**src/rtl/clk_gate_ctrl.sv**
```systemverilog
// clk_gate_ctrl: a clock-gating controller with NCH independent channels.
// Each channel turns its own clock off after a run of idle cycles and turns
// it back on when its unit becomes busy or asks for a wake-up. Each gated
// clock is a low-phase enable latch ANDed with clk, so it cannot glitch.
//
// Channel state machine:
//   state       | meaning
//   ------------+-------------------------------------------------------
//   ST_RUN      | clock running, channel active or gating not permitted
//   ST_IDLE_CNT | clock running, counting idle samples down to gating
//   ST_GATED    | clock stopped
//   ST_WAKE     | clock running again, waiting for it to settle before ack
//
// Ports:
//   clk          free-running source clock; all state updates on its rising edge
//   rst_n        asynchronous active-low reset
//   scan_enable  forces every clock enable high; the state machines keep running
//   auto_en      global permission to gate; 0 brings every channel back to RUN
//   busy         per-channel activity; 1 = the unit needs its clock
//   wake_req     per-channel wake request, held high until wake_ack
//   wake_ack     per-channel acknowledge (request high and channel in RUN)
//   gated        registered per-channel status, 1 = channel in GATED
//   gclk         per-channel gated clocks
module clk_gate_ctrl #(
  parameter int NCH         = 4,
  parameter int IDLE_CYCLES = 16,
  parameter int WAKE_CYCLES = 2
) (
  input  logic           clk,
  input  logic           rst_n,
  input  logic           scan_enable,
  input  logic           auto_en,
  input  logic [NCH-1:0] busy,
  input  logic [NCH-1:0] wake_req,
  output logic [NCH-1:0] wake_ack,
  output logic [NCH-1:0] gated,
  output logic [NCH-1:0] gclk
);

  localparam int CNT_MAX = (IDLE_CYCLES > WAKE_CYCLES) ? IDLE_CYCLES : WAKE_CYCLES;
  localparam int CW      = $clog2(CNT_MAX) + 1;

  localparam logic [CW-1:0] IDLE_LOAD = CW'(IDLE_CYCLES - 1);
  localparam logic [CW-1:0] WAKE_LOAD = CW'(WAKE_CYCLES - 1);
  localparam logic [CW-1:0] CNT_ONE   = CW'(1);

  typedef enum logic [1:0] {
    ST_RUN      = 2'd0,
    ST_IDLE_CNT = 2'd1,
    ST_GATED    = 2'd2,
    ST_WAKE     = 2'd3
  } state_t;

  for (genvar g = 0; g < NCH; g++) begin : g_ch
    state_t        state;
    state_t        state_nxt;
    logic [CW-1:0] cnt;
    logic [CW-1:0] cnt_nxt;
    logic          gated_q;
    logic          act;
    logic          en_req;
    logic          en_lat;

    assign act = busy[g] | wake_req[g];

    always_ff @(posedge clk or negedge rst_n) begin
      if (!rst_n) begin
        state   <= ST_RUN;
        cnt     <= '0;
        gated_q <= 1'b0;
      end else begin
        state   <= state_nxt;
        cnt     <= cnt_nxt;
        gated_q <= (state_nxt == ST_GATED);
      end
    end

    always_comb begin
      state_nxt = state;
      cnt_nxt   = cnt;
      unique case (state)
        ST_RUN: begin
          if (!act && auto_en) begin
            state_nxt = ST_IDLE_CNT;
            cnt_nxt   = IDLE_LOAD;
          end
        end
        ST_IDLE_CNT: begin
          // activity or loss of permission wins over an expiring count
          if (act || !auto_en) begin
            state_nxt = ST_RUN;
          end else if (cnt == '0) begin
            state_nxt = ST_GATED;
          end else begin
            cnt_nxt = cnt - CNT_ONE;
          end
        end
        ST_GATED: begin
          if (act || !auto_en) begin
            state_nxt = ST_WAKE;
            cnt_nxt   = WAKE_LOAD;
          end
        end
        ST_WAKE: begin
          // inputs are ignored here: a started wake always runs to completion
          if (cnt == '0) begin
            state_nxt = ST_RUN;
          end else begin
            cnt_nxt = cnt - CNT_ONE;
          end
        end
        default: begin
          state_nxt = ST_RUN;
          cnt_nxt   = '0;
        end
      endcase
    end

    assign en_req = (state != ST_GATED) | scan_enable;

    // The enable only moves while clk is low, so the AND below can neither
    // chop a high pulse nor start one mid-phase. Reset forces the latch open
    // so the clock runs from the moment reset is asserted.
    always_latch begin
      if (!rst_n) begin
        en_lat <= 1'b1;
      end else if (!clk) begin
        en_lat <= en_req;
      end
    end

    assign gclk[g]     = clk & en_lat;
    assign gated[g]    = gated_q;
    assign wake_ack[g] = wake_req[g] & (state == ST_RUN) & rst_n;
  end

endmodule

```
**config.mk**
```make
export PLATFORM = sky130hd
export DESIGN_NAME = clk_gate_ctrl
export DESIGN_NICKNAME = d
export VERILOG_FILES = /design/src/rtl/clk_gate_ctrl.sv
export SDC_FILE = /design/constraint.sdc
export NUM_CORES = 1
export LEC_CHECK = 0
export BUFFER_PORTS_ARGS = -buffer_cell sky130_fd_sc_hd__buf_2
export CORE_ASPECT_RATIO = 1.1
export CORE_MARGIN = 4
export CORE_UTILIZATION = 40
export CTS_BUF_LIST = sky130_fd_sc_hd__clkbuf_4 sky130_fd_sc_hd__clkbuf_8
export DETAILED_ROUTE_END_ITERATION = 8
export PLACE_DENSITY_LB_ADDON = 0.12
export SYNTH_ARGS = -nofsm -noshare
export SYNTH_HDL_FRONTEND = slang
export SYNTH_SLANG_ARGS = --single-unit
```
**constraint.sdc**
```tcl
create_clock -name clk -period 2.7 [get_ports clk]
set_input_delay 0.54 -clock clk [delete_from_list [all_inputs] [get_ports clk]]
set_output_delay 0.54 -clock clk [all_outputs]
set_load 0.005 [all_outputs]
```
**Word level (Yosys, flattened, before mapping)**

Index checks and enable logic that the tools add are counted.

- Add/sub/neg operators: 4
- Eq/ne operators: 32
- Muxes and demuxes: 54
- Bitwise gates (word level): 20
- Reduce and logical (&&, ||, !) cells: 25

Operators with widths:

| cell | count |
|---|---|
| 5-bit 2-to-1 mux | 16 |
| 5-bit case mux with 4 select lines | 4 |
| 2-bit 2-to-1 mux | 20 |
| 2-bit inequality test, second input constant | 16 |
| 2-bit case mux with 4 select lines | 4 |
| 2-bit equality test, second input constant | 12 |
| 5-bit logical NOT | 4 |
| 5-bit by 1-bit subtractor with 5-bit output, second input constant | 4 |
| 1-bit bitwise AND | 12 |
| 3-bit AND reduction | 4 |
| 1-bit 2-to-1 mux | 10 |
| 2-bit by 1-bit equality test with 1-bit output, second input constant | 4 |
| 2-bit logical NOT | 4 |
| 1-bit OR | 8 |
| 1-bit logical NOT | 5 |
| 1-bit logical AND | 4 |
| 1-bit logical OR | 4 |

- Register bits after elaboration: 32
- Latch bits: 4
- Input port bits: 12
- Logic and storage cells: 151

**Depth between registers and ports, before layout**

- Depth in word-level cells: 6
- Mapped depth: 7
- Gate-level depth less buffers: 6

==> flow_summary_export.csv <==
group,metric,value,unit
run_status,status,"finished, violations left",
run_status,violations,"setup timing",
worst_hold_path,min_path_type,"primary input to flip-flop",
global_route,antenna_found_initial,0,
clock_tree,clkTransAtPathRegs,0.07,ns
placed_design,routabilityCongestion,0.802,
setup_path,required,2.16,ns
setup_path,critPathMaxStageDelay,0.32,ns
flow_run,cap_violations,0,
pwr,power_density,1180,mW/mm2
synth,synth_edf_count,0,
cells_and_area,antenna_cells,0,
drt,antenna_left,0,
cells_and_area,final_cell_mix,"dfrtp_1, clkbuf_8, nand2_1, buf_2, nor2_1",
sta,setup_viol,8,
pwr,ir_drop,0.000481,V
setup_path,crit_chain,"and2_4, buf_6",
floorplan,coreArea,0.00500,mm2
drt,viasPerCell,5.64,
clock_tree,clk_latency,0.57,ns
synth,ys_types,53,
drt,wirelength,4960,um
synth,synth.cell_area,0.00206,mm2
synth,async_flop_share,88.9,%
sta,hold_viol,0,
setup_path,critPathCaptureType,"output port",
cells_and_area,final.fill_count,456,
sta,fin_skew,0.0704,ns
sta,tightest_slew,0.691,ns
synth,netlist_instances,234,
drt,drc,0,
cells_and_area,nets,291,
global_route,grt_usage,18.2,%
drt,drt_iter0_markers,181,
synth,syn_area_per_cell,8.80,um2
setup_path,path_class,"latch to output port",
floorplan,design.die.area,0.00636,mm2
sta,rsz0062_at_grt,"true",
clock_tree,cts_tree,"done",
sta,setup_tns,-1.26,ns
synth,synth_seq_cells,36,
sta,maxSlewHeadroom,53.8,%
cells_and_area,areaGrowthSynthToFinish,26.8,%
drt,dr.max_layer_used,"met4",
drt,wire_per_inst,14.9,um
drt,wl_met3,313,um
setup_path,worstPathArrival,2.49,ns
pwr,leakagePower,1.20,nW
sta,drv_slew,0,
setup_path,critPathMaxFanout,1,
floorplan,io_pins,24,
setup_path,start_kind,"latch",
cells_and_area,fin_util,52.2,%
placed_design,dp_slack,0.311,ns
setup_path,cp_slowest_cell,"dlxtp_1",
synth,synth_nets,251,
worst_hold_path,hold_path_startpoint,"busy[2]",
drt,routed-wl-met2,2200,um
floorplan,fp.dieW,76.4,um
setup_path,critPathLaunch,"g_ch[2].en_lat$_DLATCH_P_",
synth,ys.flop_type,"dfrtp_1",
global_route,grt_pass1_wl,8610,um
pwr,fin_total_pwr,3.09,mW
drt,firstDrtPassIters,4,
placed_design,dp_cells,305,
global_route,overflow,0,
floorplan,rows,27,
placed_design,numPortBuffers,23,
cells_and_area,layout-drive-gt1-share,24.6,%
global_route,grt_max_degree,38,
floorplan,start_util,41.2,%
drt,met1_length,2310,um
cells_and_area,layout_commonest_cell,"dfrtp_1",
placed_design,dp_hpwl,3090,um
drt,vias,1885,
cells_and_area,layoutNonFillerInstCount,334,
floorplan,die_h,83.2,um
global_route,grt_pass1_vias,1891,
synth,yosysWarnings,0,
setup_path,worstReg2RegStart,"g_ch[1].state[1]$_DFF_PN0_",
sta,setup_ws,-0.328,ns
repair_timing:
action,4_1_cts,5_1_grt
gates resized for setup,6,3
buffers inserted,0,0
hold endpoints to repair,1,0
hold buffers,2,0
pin swaps,3,0
setup endpoints to repair,8,9
cell type report:
type,instances,area [um2],share of cell area (%)
multi-input cells,170,1080,41.4
clock buffers,31,398,15.2
inverters,15,56.3,2.16
well taps,58,72.6,2.78
repair buffers,24,141,5.42
flip-flops and latches,36,861,33.0
sequential cells by signal, summed over array words and instances, names as in the netlist:
name          cells
g_ch.cnt         20
g_ch.state        8
g_ch.gated_q      4
g_ch.en_lat       4
through the flow:
| step | hold WS (ns) | instance area, um2 |
|---|---|---|
| after CTS | 0.334 | 2600 |
| after floorplan | -0.810 | 2060 |
| after detailed placement | -0.386 | 2200 |
| after global placement | -0.381 | 2200 |
| after global routing | 0.351 | 2610 |
| final | 0.363 | 2610 |
cells in the mapped netlist (all sizes together) (2+ instances only):
library cell | instances | area (um2)
o22a | 2 | 17.5
or3 | 6 | 38.8
dfrtp | 32 | 801
nand2 | 19 | 71.3
and2 | 6 | 37.5
a21oi | 13 | 65.1
nor2 | 18 | 67.6
o32ai | 2 | 25.0
inv | 15 | 56.3
a31oi | 4 | 25.0
a32oi | 2 | 17.5
nor2b | 4 | 25.0
o21a | 3 | 22.5
mux2i | 2 | 20.0
buf | 7 | 47.6
ha | 5 | 62.6
nand2b | 12 | 75.1
o221ai | 2 | 17.5
a22oi | 5 | 42.5
dlxtp | 4 | 60.1
or3b | 5 | 46.3
a21boi | 3 | 22.5
clkbuf | 6 | 22.5
nand3 | 8 | 40.0
nor3 | 13 | 65.1
o21ai | 7 | 35.0
nor3b | 6 | 45.0
or2 | 2 | 12.5
o22ai | 2 | 12.5
logic make-up (layout without fill, tap and decap cells):
group | count (synthesis) | count (layout) | share of synthesized area (%)
compound gates | 56 | 56 | 19.4
fa+ha+maj | 5 | 5 | 3.04
buf+inv | 28 | 70 | 6.14
flops | 32 | 32 | 38.9
latches | 4 | 4 | 2.92
mux | 2 | 2 | 0.973
simple gates | 107 | 107 | 28.6
path summary, 6_finish.rpt:
path                                              endpoint  slack [ns]  cells past startpoint
worst min-delay path             g_ch[2].gated_q$_DFF_PN0_        0.36                      3
worst max-delay path                               gclk[2]       -0.33                      2
min in group gated                              clock gate        0.46                      4
worst max register to register   g_ch[1].en_lat$_DLATCH_P_        0.46                      3
max in group asynchronous       g_ch[2].cnt[4]$_DFFE_PN0P_        1.84                      3
worst min register to register  g_ch[2].cnt[4]$_DFFE_PN0P_        0.49                      1
max in group gated                              clock gate        0.78                      4
min in group asynchronous       g_ch[1].cnt[2]$_DFFE_PN0P_        0.59                      3
routing by layer:
| layer | GRT usage, % | vias to the layer above |
|---|---|---|
| li1 | - | 921 |
| met1 | 20.5 | 885 |
| met4 | 17.8 | 0 |
| met5 | 0 | - |
| met2 | 23.3 | 64 |
| met3 | 10.4 | 15 |
power breakdown:
group	internal, mW	switching, mW
logic	0.379	0.442
clock network	0.956	0.406
registers	0.676	0.230
total	2.01	1.08
worst max-delay path, delay by kind of cell, from the launching register on:
family	cells	cell delay, ns
latches	1	0.32
and+or+nand+nor	1	0.14
buffers and inverters	1	0.08
Power figures use the tool's default switching activity.
